**src/rtl/apb_slave_regfile18.sv**
```systemverilog
// APB slave register file: CTRL/STATUS/MASK/SCRATCH0-4 with programmable wait
// states, W1C sticky STATUS bits and a registered masked interrupt.
module apb_slave_regfile18 #(
    parameter int PADDR_WIDTH18  = 32,
    parameter int PWDATA_WIDTH18 = 32,
    parameter int PRDATA_WIDTH18 = 32,
    parameter int PSEL_INDEX18   = 0,
    parameter int WAIT_STATES18  = 1
) (
    input  logic                      pclock18,
    input  logic                      preset18,
    input  logic [PADDR_WIDTH18-1:0]  paddr18,
    input  logic                      prwd18,
    input  logic [PWDATA_WIDTH18-1:0] pwdata18,
    input  logic                      penable18,
    input  logic [15:0]               psel18,
    input  logic [7:0]                hw_event18,
    output logic                      pready18,
    output logic [PRDATA_WIDTH18-1:0] prdata18,
    output logic                      pslverr18,
    output logic                      irq18
);

    typedef enum logic [1:0] {
        IDLE,
        ACCESS_WAIT,
        ACCESS_DONE
    } state_e;

    localparam logic [3:0] WAIT_LOAD = 4'(WAIT_STATES18);

    state_e      state_q, state_d;
    logic [3:0]  cnt_q, cnt_d;
    logic        wr_q, wr_d;
    logic        err_q, err_d;
    logic [2:0]  idx_q, idx_d;
    logic [31:0] wdata_q, wdata_d;

    logic [7:0]  ctrl_q, ctrl_d;
    logic [7:0]  status_q, status_d;
    logic [7:0]  mask_q, mask_d;
    logic [31:0] scratch_q [5];
    logic [31:0] scratch_d [5];
    logic        irq_q, irq_d;

    logic        sel;
    logic        setup;
    logic        commit;
    logic [7:0]  status_clr;
    logic [31:0] rd_word;

    assign sel    = psel18[PSEL_INDEX18];
    assign setup  = sel && !penable18;
    assign commit = pready18 && wr_q && !err_q;
    assign irq18  = irq_q;

    // NOTE: every flop is written with <= so all state updates see pre-edge values.
    always_ff @(posedge pclock18 or negedge preset18) begin
        if (!preset18) begin
            state_q <= IDLE;
        end else begin
            state_q <= state_d;
        end
    end

    // NOTE: each always_comb assigns a default first, so no path can infer a latch.
    always_comb begin
        state_d = state_q;
        unique case (state_q)
            IDLE: begin
                if (setup) begin
                    state_d = (WAIT_STATES18 == 0) ? ACCESS_DONE : ACCESS_WAIT;
                end
            end
            ACCESS_WAIT: begin
                if (!sel) begin
                    state_d = IDLE;
                end else if (penable18 && cnt_q <= 4'd1) begin
                    state_d = ACCESS_DONE;
                end
            end
            ACCESS_DONE: begin
                if (!sel || penable18) begin
                    state_d = IDLE;
                end
            end
            default: state_d = IDLE;
        endcase
    end

    always_comb begin
        pready18  = (state_q == ACCESS_DONE) && sel && penable18;
        pslverr18 = pready18 && err_q;
        prdata18  = '0;
        if (pready18 && !wr_q && !err_q) begin
            prdata18 = PRDATA_WIDTH18'(rd_word);
        end
    end

    // The transfer is fully described by what was on the bus at setup.
    always_comb begin
        cnt_d   = cnt_q;
        wr_d    = wr_q;
        err_d   = err_q;
        idx_d   = idx_q;
        wdata_d = wdata_q;
        if (state_q == IDLE && setup) begin
            cnt_d   = WAIT_LOAD;
            wr_d    = prwd18;
            err_d   = (paddr18 >= PADDR_WIDTH18'(32'h20)) || (paddr18[1:0] != 2'b00);
            idx_d   = paddr18[4:2];
            wdata_d = 32'(pwdata18);
        end else if (state_q == ACCESS_WAIT && sel && penable18 && cnt_q != 4'd0) begin
            cnt_d = cnt_q - 4'd1;
        end
    end

    always_ff @(posedge pclock18 or negedge preset18) begin
        if (!preset18) begin
            cnt_q   <= '0;
            wr_q    <= 1'b0;
            err_q   <= 1'b0;
            idx_q   <= '0;
            wdata_q <= '0;
        end else begin
            cnt_q   <= cnt_d;
            wr_q    <= wr_d;
            err_q   <= err_d;
            idx_q   <= idx_d;
            wdata_q <= wdata_d;
        end
    end

    always_comb begin
        rd_word = '0;
        unique case (idx_q)
            3'd0:    rd_word = {24'd0, ctrl_q};
            3'd1:    rd_word = {24'd0, status_q};
            3'd2:    rd_word = {24'd0, mask_q};
            3'd3:    rd_word = scratch_q[0];
            3'd4:    rd_word = scratch_q[1];
            3'd5:    rd_word = scratch_q[2];
            3'd6:    rd_word = scratch_q[3];
            default: rd_word = scratch_q[4];
        endcase
    end

    always_comb begin
        ctrl_d     = ctrl_q;
        mask_d     = mask_q;
        scratch_d  = scratch_q;
        status_clr = '0;
        if (commit) begin
            unique case (idx_q)
                3'd0:    ctrl_d       = wdata_q[7:0];
                3'd1:    status_clr   = wdata_q[7:0];
                3'd2:    mask_d       = wdata_q[7:0];
                3'd3:    scratch_d[0] = wdata_q;
                3'd4:    scratch_d[1] = wdata_q;
                3'd5:    scratch_d[2] = wdata_q;
                3'd6:    scratch_d[3] = wdata_q;
                default: scratch_d[4] = wdata_q;
            endcase
        end
        // A hardware event in the same cycle as a W1C write keeps the bit set.
        status_d = (status_q & ~status_clr) | hw_event18;
        irq_d    = ctrl_q[0] && |(status_q & mask_q);
    end

    // NOTE: the scratch array is reset like ordinary flops; it is small and must read 0 after reset.
    always_ff @(posedge pclock18 or negedge preset18) begin
        if (!preset18) begin
            ctrl_q   <= '0;
            status_q <= '0;
            mask_q   <= '0;
            irq_q    <= 1'b0;
            for (int i = 0; i < 5; i++) begin
                scratch_q[i] <= '0;
            end
        end else begin
            ctrl_q    <= ctrl_d;
            status_q  <= status_d;
            mask_q    <= mask_d;
            irq_q     <= irq_d;
            scratch_q <= scratch_d;
        end
    end

endmodule

```
**config.mk**
```make
export PLATFORM = sky130hd
export DESIGN_NAME = apb_slave_regfile18
export DESIGN_NICKNAME = d
export VERILOG_FILES = /design/src/rtl/apb_slave_regfile18.sv
export SDC_FILE = /design/constraint.sdc
export NUM_CORES = 1
export LEC_CHECK = 0
export ABC_AREA = 1
export CAP_MARGIN = 10
export CORE_ASPECT_RATIO = 1.75
export CORE_UTILIZATION = 31
export CTS_CLUSTER_SIZE = 12
export DETAILED_ROUTE_END_ITERATION = 6
export GPL_ROUTABILITY_DRIVEN = 0
export PLACE_DENSITY = 0.6
export RECOVER_POWER = 25
export SLEW_MARGIN = 40
export SYNTH_ARGS = -nofsm -noshare
export SYNTH_HDL_FRONTEND = slang
export SYNTH_SLANG_ARGS = --single-unit
```
**constraint.sdc**
```tcl
create_clock -name pclock18 -period 3.41 [get_ports pclock18]
set_clock_uncertainty 0.2 [all_clocks]
set_input_delay 0.682 -clock pclock18 [delete_from_list [all_inputs] [get_ports pclock18]]
set_output_delay 0.682 -clock pclock18 [all_outputs]
set_load 0.01 [all_outputs]
```
======== Word level (Yosys, flattened, before mapping) ========
Index checks and enable logic that the tools add are counted.
W data, S select, Z words.
cells by class
  add/subtract/negate cells ............... 1
  multiply operators ...................... 0
  reduce and logical (&&, ||, !) cells .... 35
  bitwise operators ....................... 5
  multiplexer cells ....................... 11
  eq/ne operators ......................... 11
  order comparisons ....................... 2
  shift-type cells ........................ 0
  div/mod/pow operators ................... 0
operators with widths
  kind                   count
  $pmux W32 S7           1
  $ge A32 B6 Y1 const B  1
  $mux W32               1
  $and A8 B8 Y8          2
  $mux W8                2
  $logic_and A1 B1 Y1    14
  $reduce_and A2 Y1      7
  $eq A3 B3 Y1 const B   3
  $mux W2                4
  $mux W4                2
  $not A8 Y8             1
  $or A8 B8 Y8           1
  $reduce_or A8 Y1       1
  $reduce_or A7 Y1       1
  $eq A3 B2 Y1 const B   2
  $pmux W2 S3            1
  $le A4 B1 Y1 const B   1
  $logic_not A1 Y1       4
  $ne A2 B2 Y1 const B   2
  $reduce_bool A2 Y1     2
  $reduce_bool A4 Y1     1
  $sub A4 B1 Y4 const B  1
  $eq A3 B1 Y1 const B   1
  $logic_not A3 Y1       1
  other kinds (7)        8
word-level totals
  output and inout bits ................... 35
  bits in writable memories ............... 0
  register bits after elaboration ......... 228
  memories kept ........................... 0
  bits in read-only memories .............. 0
  bits in latches ......................... 0
  logic and storage cells ................. 80

======== Logic depth before layout (Yosys ltp) ========
  depth in word-level cells ............... 9
  depth in mapped cells ................... 9
  mapped depth without buffers ............ 7

======== Least setup slack after synthesis ========
OpenSTA, ideal clock, no wires.
  kind .................................... input -> output
  from .................................... in penable18
  to ...................................... out prdata18[2]
  slack ................................... 932 ps
  stages .................................. 6
  arrival ................................. 1596 ps
  buffers on the path ..................... 2
  path through ............................ nand2_2 > nor3_4 > buf_6 > buf_2 > nand3_1 > a21oi_1
on the way
  cells in the longest elaborated chain, start to end .. 4
ends and longest elaborated chain
  element                            line  text
  start: declaration                 15    input logic penable18,
  $logic_and A1 B1 Y1                92    pready18 = (state_q == ACCESS_DONE) && sel && penable18;
  $logic_and A1 B1 Y1 (2 in series)  95    if (pready18 && !wr_q && !err_q) begin
  $mux W32                           95
  end: declaration                   19    output logic [PRDATA_WIDTH18-1:0] prdata18,
Every way passes these cells.

======== Worst setup path after layout ========
  from .................................... in penable18
  to ...................................... out prdata18[3]
The elaborated chain is that of the path after synthesis.

==> reports/summary.txt <==
DRC Markers = 0
Critical path type = in2out
Largest net degree at the start of global routing = 95
Compound-gate portion of the synthesized area = 16.6%
Initial Util = 31.5%
RSZ-0062 raised after global routing = false
Post-synthesis mux area share = 0%
Clock tree buffer depth = 3
Drt via density = 4.74
IO Count = 127
Simple-gate share of the synthesized area = 22.9%
Die Ht = 250 µm
Most frequent cells in the layout = nand2_1, dfrtp_1, nor2_1, o21ai_2, o21ai_0
Post-synth EDFFs = 0
DP Cell Count = 1800
Routed WL = 28.9 mm
Critical hold path startpoint = scratch_q[130]$_DFFE_PN0P_
Initial antenna violation count = 0
Switching pwr = 2.11 mW
Clk Latency, worst-skew pair = 0.53 ns
IO Port Bufs = 111
Die ar. = 35900 µm²
Share of the synthesized area in the top cell type = 52.4%
Layout cell share with drive strength beyond 1 = 14.2%
Register bit total from synthesis = 228
Design Area, Final = 13400 µm²
Critical path startpoint = penable18
Cell taking the most area after synthesis = dfrtp_1
Root Buffer = clkbuf_16
Final std cells w/o fill = 1840
Asr flop ratio synth = 100%
Fraction of power consumed by combinational cells = 19.4%
Period utilization = 94.0%
CTS tree = built
Post-Synth XOR/XNOR Area = 0.161%
Startpoint Class = input port
H-Tree Depth = 1
Synthesized instance count = 1256
RR Startpoint = state_q[0]$_DFFE_PN0P_
# nets final = 1465
Initial DRC Count = 476
Crit path max fanout = 20
Synthesized cell area = 10900 µm²
Reg2reg end = scratch_q[154]$_DFFE_PN0P_
Crit path to = prdata18[3]
DPL Wire Length = 19.6 mm
HP Class = reg2reg
Internal reg-to-reg setup slack = 1.16 ns
Worst-path clk slew = 0.06 ns
GRT Residual Overflow = 0
First-pass GRT wire length = 47.5 mm
Final Total Pwr = 6.88 mW
Main combinational cell family by area after synthesis = simple AND/OR/NAND/NOR gates
DIE WIDTH = 144 µm
Pwr dens = 515 nW/µm²
Most used cell, CP = buf_12
Initial DRT Pass Iterations = 5
Minimum clock period = 3.20 ns
Post-synth top flop = dfrtp_1
Total clock sinks = 228
Gr usage total = 17.0%
Worst Setup End Kind = output pin
Mapped Nets = 1351
Least-Margin Pin Slew = 1.48 ns
Outcome = finished clean
Leakage = 6.16 nW
Critical-path top delay cell = clkdlybuf4s50_1
Filler Cells Inserted = 3517
Drt wl/cell = 15.7 µm
Clock power share = 37.6%
Slew margin rel. = 1.26%
Detail Route Antenna Nets = 0
Slowest stage delay, CP = 0.49 ns
Vias in the first global route = 8915
Int Power = 4.77 mW
Final setup viols = 0
Switching portion of total power = 30.7%
Seq pwr share = 42.9%
Ys Warns = 0
Seq/Total Area, Yosys = 52.4%
Antenna diodes = 0
Crit-path cells = clkdlybuf4s50_1, nand2_2, nor3_4, buf_12, buf_12, nand3_1, a21oi_1, dlygate4sd2_1
Req. time, crit path = 2.53 ns
VDD IR-drop max = 0.326 mV
Post-Synth Adder-Cell Area = 0.344%
TritonCTS buffer count = 24
# rows = 90
Commonest non-fill, non-tap cell in the layout = nand2_1
Area after DPL = 12600 µm²
DR vias = 8718
Reg2Reg Depth = 10
Syn Area/Cell = 8.68 µm²
Final core occ = 38.6%
Area grow syn2layout = 22.6%
Final Hold Viols = 0
Pins over their slew limit = 0
Total of max-cap violations = 0
Post-synthesis cell type count = 30
CP Data Arrival Time = 2.32 ns
Core area = 34600 µm²
Fmax = 312 MHz
Top cells by area, synth = dfrtp_1, nand2_1, o21ai_2
-- how the worst min path moves through the flow --
stage | to | cells after the start | slack [ns]
floorplan | cnt_q[0]$_DFFE_PN0P_ | 0 | 0.19
global placement | scratch_q[155]$_DFFE_PN0P_ | 2 | 0.26
detailed placement | scratch_q[155]$_DFFE_PN0P_ | 2 | 0.26
CTS | scratch_q[12]$_DFFE_PN0P_ | 1 | 0.002
global route | scratch_q[143]$_DFFE_PN0P_ | 2 | 0.29
finish | scratch_q[130]$_DFFE_PN0P_ | 2 | 0.28
-- cell families after synthesis --
logic type | count (synthesis)
buffers and inverters | 152
flip-flops | 228
XOR/XNOR | 2
AND/OR/NAND/NOR | 590
AO/OA/AOI/OAI | 281
adder cells (fa/ha/maj) | 3
-- power groups by stage --
stage | clock network [mW] | registers (mW) | logic, mW
3_3_place_gp | 0 | 2.99 | 1.32
4_1_cts | 2.66 | 2.95 | 1.36
2_1_floorplan | 0 | 2.95 | 0.787
5_1_grt | 2.76 | 2.97 | 1.49
6_report | 2.59 | 2.95 | 1.34
3_5_place_dp | 0 | 3.00 | 1.33
-- sequential cells by signal (all words and copies together) (netlist names), 2 cells and up --
name / cells
wdata_q: 32
status_q: 8
cnt_q: 4
state_q: 2
mask_q: 8
scratch_q: 160
idx_q: 3
ctrl_q: 8
-- synthesized netlist by cell type (2+ instances only) --
cell type and instances:
buf_6 26, nand2_2 2, ha_1 3, o21ai_1 69, o211ai_1 24, nor3_1 2, o21ai_0 88, inv_2 6
nand3_1 36, inv_1 70, dfrtp_1 228, clkbuf_1 11, o21ai_2 91, a21oi_1 8, nand3_4 6, nand4_1 34
nor2_8 2, nand2_1 406, buf_4 6, nor2_1 97, buf_1 2, buf_2 31
-- worst max-delay path, delay by kind of cell --
family / cells / cell delay [ns]
buffers and inverters: 4 / 1.10
AOI/OAI and AO/OA: 1 / 0.16
and+or+nand+nor: 3 / 0.36
-- cell type report --
cell class              instances  area (µm²)  area share, %
flip-flops and latches        228        5710           42.7
multi-input cells             876        4380           32.8
repair buffers                164        1650           12.4
clock buffers                  33         686           5.13
well taps                     460         576           4.31
inverters                      76         290           2.17
clock inverters                 3        67.6          0.506
-- routing by layer --
layer,vias up,routed length (µm),GRT usage [%]
li1,4325,-,-
met1,4138,11400,19.7
met5,-,0,0
met2,205,15300,30.8
met3,50,1050,1.82
met4,0,1130,8.18
-- metrics by stage --
stage / hold slack [ns] / worst slack [ns] / setup TNS [ns]
6_report: 0.276 / 0.206 / 0
3_5_place_dp: 0.262 / -0.107 / -0.831
3_3_place_gp: 0.259 / -0.0885 / -0.623
4_1_cts: 0.00161 / 0.0000111 / 0
5_1_grt: 0.291 / 0.0860 / 0
2_1_floorplan: 0.186 / 0.932 / 0
-- timing repair --
item                                    in CTS  in global routing
endpoints found under the setup margin      32                  1
buffers inserted                             2                  0
gates resized for setup                     40                  1
hold buffers                                 0                  1
endpoints found under the hold margin        0                 23
(Power assumes the default switching activity.)
